File: src/rtl/alu_serial_seq.sv
// Bit-serial ALU sequencer: feeds an external 1-bit ALU slice one bit per
// cycle, LSB first, and assembles the WIDTH-bit result and its flags.
module alu_serial_seq #(
    parameter int WIDTH = 8,
    parameter int CW    = 6
) (
    input  logic             clk,
    input  logic             rst,
    input  logic             in_valid,
    output logic             in_ready,
    input  logic [WIDTH-1:0] in_a,
    input  logic [WIDTH-1:0] in_b,
    input  logic [1:0]       in_op,
    output logic             out_valid,
    input  logic             out_ready,
    output logic [WIDTH-1:0] out_res,
    output logic             out_cout,
    output logic             out_ovf,
    output logic             out_zero,
    output logic             alu_a,
    output logic             alu_b,
    output logic             alu_cin,
    output logic [1:0]       alu_op,
    input  logic             alu_s,
    input  logic             alu_cout
);

    typedef enum logic [1:0] {
        IDLE = 2'b00,
        RUN  = 2'b01,
        DONE = 2'b10
    } state_t;

    localparam logic [1:0] OP_SUB = 2'b11;

    state_t           state;
    logic [WIDTH-1:0] a_sh;
    logic [WIDTH-1:0] b_sh;
    logic [WIDTH-1:0] res_q;
    logic [1:0]       op_q;
    logic             carry_q;
    logic [CW-1:0]    cnt;
    logic             cout_q;
    logic             ovf_q;
    logic             zero_q;

    logic             is_arith;
    logic             last_bit;
    logic [WIDTH-1:0] res_next;

    // Arithmetic ops have op[1] set; the slice result enters the result MSB
    // so that after WIDTH shifts bit 0 ends up at the LSB.
    assign is_arith = op_q[1];
    assign last_bit = (cnt == CW'(WIDTH - 1));
    assign res_next = {alu_s, res_q[WIDTH-1:1]};

    // Sequencer: accept in IDLE, shift one bit per cycle in RUN, hold in DONE.
    always_ff @(posedge clk) begin
        if (rst) begin
            state   <= IDLE;
            a_sh    <= '0;
            b_sh    <= '0;
            res_q   <= '0;
            op_q    <= 2'b00;
            carry_q <= 1'b0;
            cnt     <= '0;
            cout_q  <= 1'b0;
            ovf_q   <= 1'b0;
            zero_q  <= 1'b0;
        end else begin
            case (state)
                IDLE: begin
                    if (in_valid) begin
                        a_sh    <= in_a;
                        b_sh    <= in_b;
                        op_q    <= in_op;
                        carry_q <= (in_op == OP_SUB);
                        cnt     <= '0;
                        state   <= RUN;
                    end
                end
                RUN: begin
                    a_sh    <= a_sh >> 1;
                    b_sh    <= b_sh >> 1;
                    res_q   <= res_next;
                    carry_q <= alu_cout;
                    cnt     <= cnt + CW'(1);
                    if (last_bit) begin
                        // carry_q here is the carry into the MSB, alu_cout the carry out of it
                        cout_q <= is_arith & alu_cout;
                        ovf_q  <= is_arith & (carry_q ^ alu_cout);
                        zero_q <= (res_next == '0);
                        state  <= DONE;
                    end
                end
                DONE: begin
                    if (out_ready) begin
                        state <= IDLE;
                    end
                end
                default: begin
                    state <= IDLE;
                end
            endcase
        end
    end

    // Handshake and result outputs come straight from registered state.
    assign in_ready  = (state == IDLE);
    assign out_valid = (state == DONE);
    assign out_res   = res_q;
    assign out_cout  = cout_q;
    assign out_ovf   = ovf_q;
    assign out_zero  = zero_q;

    // Slice drive is only active while running; op is always presented.
    assign alu_a   = (state == RUN) & a_sh[0];
    assign alu_b   = (state == RUN) & b_sh[0];
    assign alu_cin = (state == RUN) & carry_q;
    assign alu_op  = op_q;

endmodule
File: config.mk
export PLATFORM = sky130hd
export DESIGN_NAME = alu_serial_seq
export DESIGN_NICKNAME = d
export VERILOG_FILES = /design/src/rtl/alu_serial_seq.sv
export SDC_FILE = /design/constraint.sdc
export NUM_CORES = 1
export LEC_CHECK = 0
export CELL_PAD_IN_SITES_DETAIL_PLACEMENT = 1
export CELL_PAD_IN_SITES_GLOBAL_PLACEMENT = 1
export CORE_MARGIN = 1
export CORE_UTILIZATION = 35
export DETAILED_ROUTE_END_ITERATION = 6
export PLACE_DENSITY_LB_ADDON = 0.1
export SYNTH_ARGS = -nofsm -noshare
export SYNTH_HDL_FRONTEND = slang
export SYNTH_SLANG_ARGS = --single-unit
export TNS_END_PERCENT = 20
File: constraint.sdc
create_clock -name clk -period 1.9 [get_ports clk]
set_input_delay 0.38 -clock clk [delete_from_list [all_inputs] [get_ports clk]]
set_output_delay 0.38 -clock clk [all_outputs]
set_load 0.1 [all_outputs]
# Word level (Yosys, flattened, before mapping)

Cells that the tools add are included.

$add $sub $neg: 1
Reduce and logical (&&, ||, !) cells: 7
Equal/unequal tests: 7
Bitwise logic cells: 6
Mux-type cells: 12

Operator list:

| cell                                                                  | count |
|---|---|
| 8-bit one-hot mux with 2 select lines                                 | 2 |
| 8-bit two-way mux                                                     | 2 |
| 6-bit one-hot mux with 2 select lines                                 | 1 |
| 8-bit logical NOT                                                     | 1 |
| 6-bit by 1-bit adder with 6-bit output, second input constant         | 1 |
| 6-bit by 3-bit equality test with 1-bit output, second input constant | 1 |
| 2-bit two-way mux                                                     | 3 |
| 6-bit two-way mux                                                     | 1 |
| 2-bit one-hot mux with 3 select lines                                 | 1 |
| 2-bit AND reduction                                                   | 3 |
| 1-bit AND                                                             | 5 |
| 2-bit equality test, second input constant                            | 2 |
| 2-bit != test, second input constant                                  | 2 |
| 3-bit AND reduction                                                   | 1 |
| 2-bit by 1-bit equality test with 1-bit output, second input constant | 1 |
| 2-bit logical NOT                                                     | 1 |
| 2-bit by 1-bit != test with 1-bit output, second input constant       | 1 |
| 1-bit one-hot mux with 2 select lines                                 | 1 |
| 2-bit nonzero test                                                    | 1 |
| 1-bit two-way mux                                                     | 1 |
| 1-bit bitwise XOR                                                     | 1 |

Input bits: 24
Register bits after elaboration: 38

# Logic depth before layout (Yosys ltp)

Gate-level depths: netlist of run 1.

Depth in word-level cells: 3
Depth in mapped cells: 6
Mapped depth without buffers: 4

# Worst setup path before layout of run 1

OpenSTA, ideal clock, no wires.

Path kind: reg-to-output
Start point: register state[0]
End point: output out_valid
Slack: -0.299 ns
Cell stages (with the launch flop): 3
Data arrival time: 1.819 ns
Data required time: 1.520 ns
Path through: dfxtp_1 -> buf_2 -> nor2b_1

Longest elaborated chain between the ends: 1

Ends and longest elaborated chain:

| item                   | RTL line | source |
|---|---|---|
| from (decl)            | 36       | `state_t state;` |
| from (signal assigned) | 60       | `state <= IDLE;` |
| from (signal assigned) | 79       | `state <= RUN;` |
| from (signal assigned) | 93       | `state <= DONE;` |
| 2-bit equality test    | 110      | `assign out_valid = (state == DONE);` |
| to (decl)              | 14       | `output logic out_valid,` |

No other way between the ends.

# Worst setup path after layout of run 1

Start point: register state[1]
End point: output alu_b

Longest elaborated chain between the ends: 2

Ends and longest elaborated chain:

| item                                           | RTL line | source |
|---|---|---|
| 2-bit by 1-bit equality test with 1-bit output | 118      | `assign alu_b = (state == RUN) & b_sh[0];` |
| 1-bit AND                                      | 118      |  |
| to (decl)                                      | 21       | `output logic alu_b,` |

No other way between the ends.

==> results of run 1 <==
-- worst max-delay path: stages (launching register included) --
cell     delay [ps]
dfxtp_1         420
nor2b_2         290
and2_1          220
buf_12          180
-- flip-flops by register name, indices dropped and copies added (netlist names) --
register and flops:
a_sh 8, b_sh 8, out_res 8, cnt 6, alu_op 2, state 2, carry_q 1, out_cout 1
out_ovf 1, out_zero 1
-- kinds of logic (layout without fill, tap and decap cells) --
logic type	after synthesis	after routing	synth area share, %
AOI/OAI and AO/OA	59	59	22.7
xor gates and xnor gates	1	1	0.547
adders and majority gates	1	1	0.781
buffers and inverters	17	62	4.53
DFF	38	38	47.5
muxes	1	1	0.625
and+or+nand+nor	72	72	23.3
-- how the worst max path moves through the flow --
stage	startpoint	endpoint	slack, ps	cells after the start
2_1_floorplan	state[0]$_SDFFE_PP0P_	out_valid	-300	2
3_3_place_gp	in_valid	b_sh[6]$_SDFFE_PP0P_	30	4
3_5_place_dp	in_valid	b_sh[6]$_SDFFE_PP0P_	-30	4
4_1_cts	state[1]$_SDFFE_PP0P_	alu_b	90	3
5_1_grt	state[1]$_SDFFE_PP0P_	alu_b	20	3
6_report	state[1]$_SDFFE_PP0P_	alu_b	100	3
-- layer usage --
| metal | global-route usage, % | share of wire (%) | routed length (um) | vias up |
|---|---|---|---|---|
| li1 | - | - | - | 755 |
| met1 | 21.6 | 43 | 1920 | 745 |
| met2 | 34.7 | 52 | 2320 | 32 |
| met3 | 4.65 | 3.8 | 168 | 6 |
| met4 | 6.00 | 1.1 | 51 | 0 |
| met5 | 0 | 0 | 0 | - |
-- cell usage after synthesis, types with 2 or more instances --
cell type | n | area (um^2)
dfxtp_1 | 38 | 761
nand2_1 | 38 | 143
a21oi_1 | 34 | 170
a22oi_1 | 9 | 67.6
buf_2 | 7 | 35.0
clkbuf_1 | 7 | 26.3
nand3_1 | 6 | 30.0
nor2_1 | 6 | 22.5
or4_1 | 5 | 37.5
and2_1 | 3 | 18.8
inv_1 | 3 | 11.3
o21ai_0 | 3 | 15.0
o221a_2 | 3 | 33.8
or3_1 | 3 | 18.8
a2111oi_0 | 2 | 17.5
nand2b_1 | 2 | 12.5
nor2b_1 | 2 | 12.5
-- power by group through the flow --
stage	logic (mW)	clock network, mW	registers (mW)
after global routing	0.331	0.913	0.859
after CTS	0.315	0.879	0.856
after floorplan	0.147	0	0.898
final	0.312	0.860	0.856
after global placement	0.304	0	0.872
after detailed placement	0.313	0	0.875
-- layout make-up --
type | instances | area, um^2
Sequential cell | 38 | 761
Clock buffer | 6 | 82.6
Timing Repair Buffer | 51 | 616
Clock inverter | 2 | 60.1
Tap cell | 52 | 65.1
Inverter | 3 | 11.3
Fill cell | 509 | 2020
Multi-Input combinational cell | 134 | 771
==> results.toml, run 1 <==
[run_status]
outcome = "finished clean"

[power]
leakagePower_nw = 0.890
power-per-cell-area_mw_per_mm2 = 857
net-switching-power_uw = 500
clockPowerShare_pct = 42.4
seq_power_share_pct = 42.2
internal-power_mw = 1.53
design_power_total_mw = 2.03
power.ir.vdd_worst_v = 0.000502
combinational_share_of_power_pct = 15.4
power.switching_fraction_pct = 24.7

[routing]
dr_total_vias = 1538
post-route-drc-count = 0
viasPerCell = 5.38
drt-initial-drc-count = 68
dr.pass1.iters = 4
routed_wirelength_um = 4460
antenna_violating_nets_post_route = 0
final_routed_wire_length_divided_by_cell_count_um = 15.6

[timing]
timing.fmax_ghz = 0.556
clock-skew-final_ps = 8.27
slew_violations = 0
timing.setup.tns_ps = 0
period_needed_ps = 1800
postLayoutSetupSlackWorst_ps = 99.8
rsz0062_at_grt = "false"
timing.hold.ws_ps = 459
setup_viol_count_final = 0
slew-limit-headroom_pct = 68.9
worst_pin_slew_ps = 466
finalHoldViolCount = 0
layout_worst_path_cycle_share_pct = 94.7

[logic_synthesis]
post_synthesis_cell_area_mm2 = 0.00160
synthesis.area_per_instance_um2 = 8.47
synth_fp_nets = 214
ys_ff_latch = 38
yosys_most_used_dff = "dfxtp_1"
yosysSeqAreaShare_pct = 47.5
asyncSetResetFlopFracSynth_pct = 0
synth_edf_count = 0
synthDistinctLibCells = 35
postSynthCellCount = 189
synth_warnings = 0

[critical_path]
critPathRequiredTime_ps = 1520
critical_path.max_fanout = 9
worst_r2r_endpoint = "a_sh[0]$_SDFFE_PP0P_"
reg2reg_slack_ps = 270
timing.rr.start = "state[1]$_SDFFE_PP0P_"
crit_path_start_kind = "flop"
setup.worst_path.end_class = "output port"
cp_data_arrival_time_ps = 1420
criticalPathCategory = "reg -> out"
ff_to_ff_path_depth = 3

[global_route]
first_global_vias = 1580
grt_max_degree = 39
grt_pass1_wl_um = 7290
grt_antenna_before_repair = 0
overflow = 0
track_usage_pct = 19.0

[run]
max_cap_violations = 0

[floorplan]
placement_rows = 24
die_width_um = 69.6
die_y_um = 69.6
coreArea_mm2 = 0.00438
start_util_pct = 36.5
die_area_mm2 = 0.00485
io_pins = 42

[clock_network]
holdBufCountCts = 0
clockBufferDepth = 2
tritoncts = "yes"
cts_max_level = 2
clock_insertion_delay_worst_skew_ps = 300
number_of_buffers_created_by_cts = 5
path_clk_slew_ps = 80
postCtsSetupBuffers = 0
postCtsResizedCells = 0
clk_root_buffer_cell = "clkbuf_8"
cts_num_sinks = 38

[layout]
layoutNonFillerInstCount = 286
mostFrequentLayoutCells = "38 x nand2_1, 38 x dfxtp_1, 34 x a21oi_1"
final_util_pct = 54.0
final_layout_size_suffix_gt1_share_pct = 17.9
postLayoutCellArea_mm2 = 0.00237
n_antenna_cell = 0
nets = 258
area_grow_syn2layout_pct = 47.7

[hold_path]
worst_hold_path_type = "reg -> reg"
worstHoldEndpoint = "a_sh[5]$_SDFFE_PP0P_"
origin_of_the_worst_min_delay_path = "a_sh[5]$_SDFFE_PP0P_"
depth_of_the_worst_hold_timing_path = 2

[placement]
gp_congestion = 0.735
dpl_worst_slack_ps = -31.4
port_buffers = 41
place_inst = 278
dp_hpwl_um = 3170
postPlaceCellArea_mm2 = 0.00222
Note: power is estimated with default switching activity, not from simulation.
==> run 2, diff against run 1 <==
Settings changed: CAP_MARGIN from default to 30.
==> results of run 2 <==
Same layout as run 1: the final DEF is identical, and so are final timing and power.
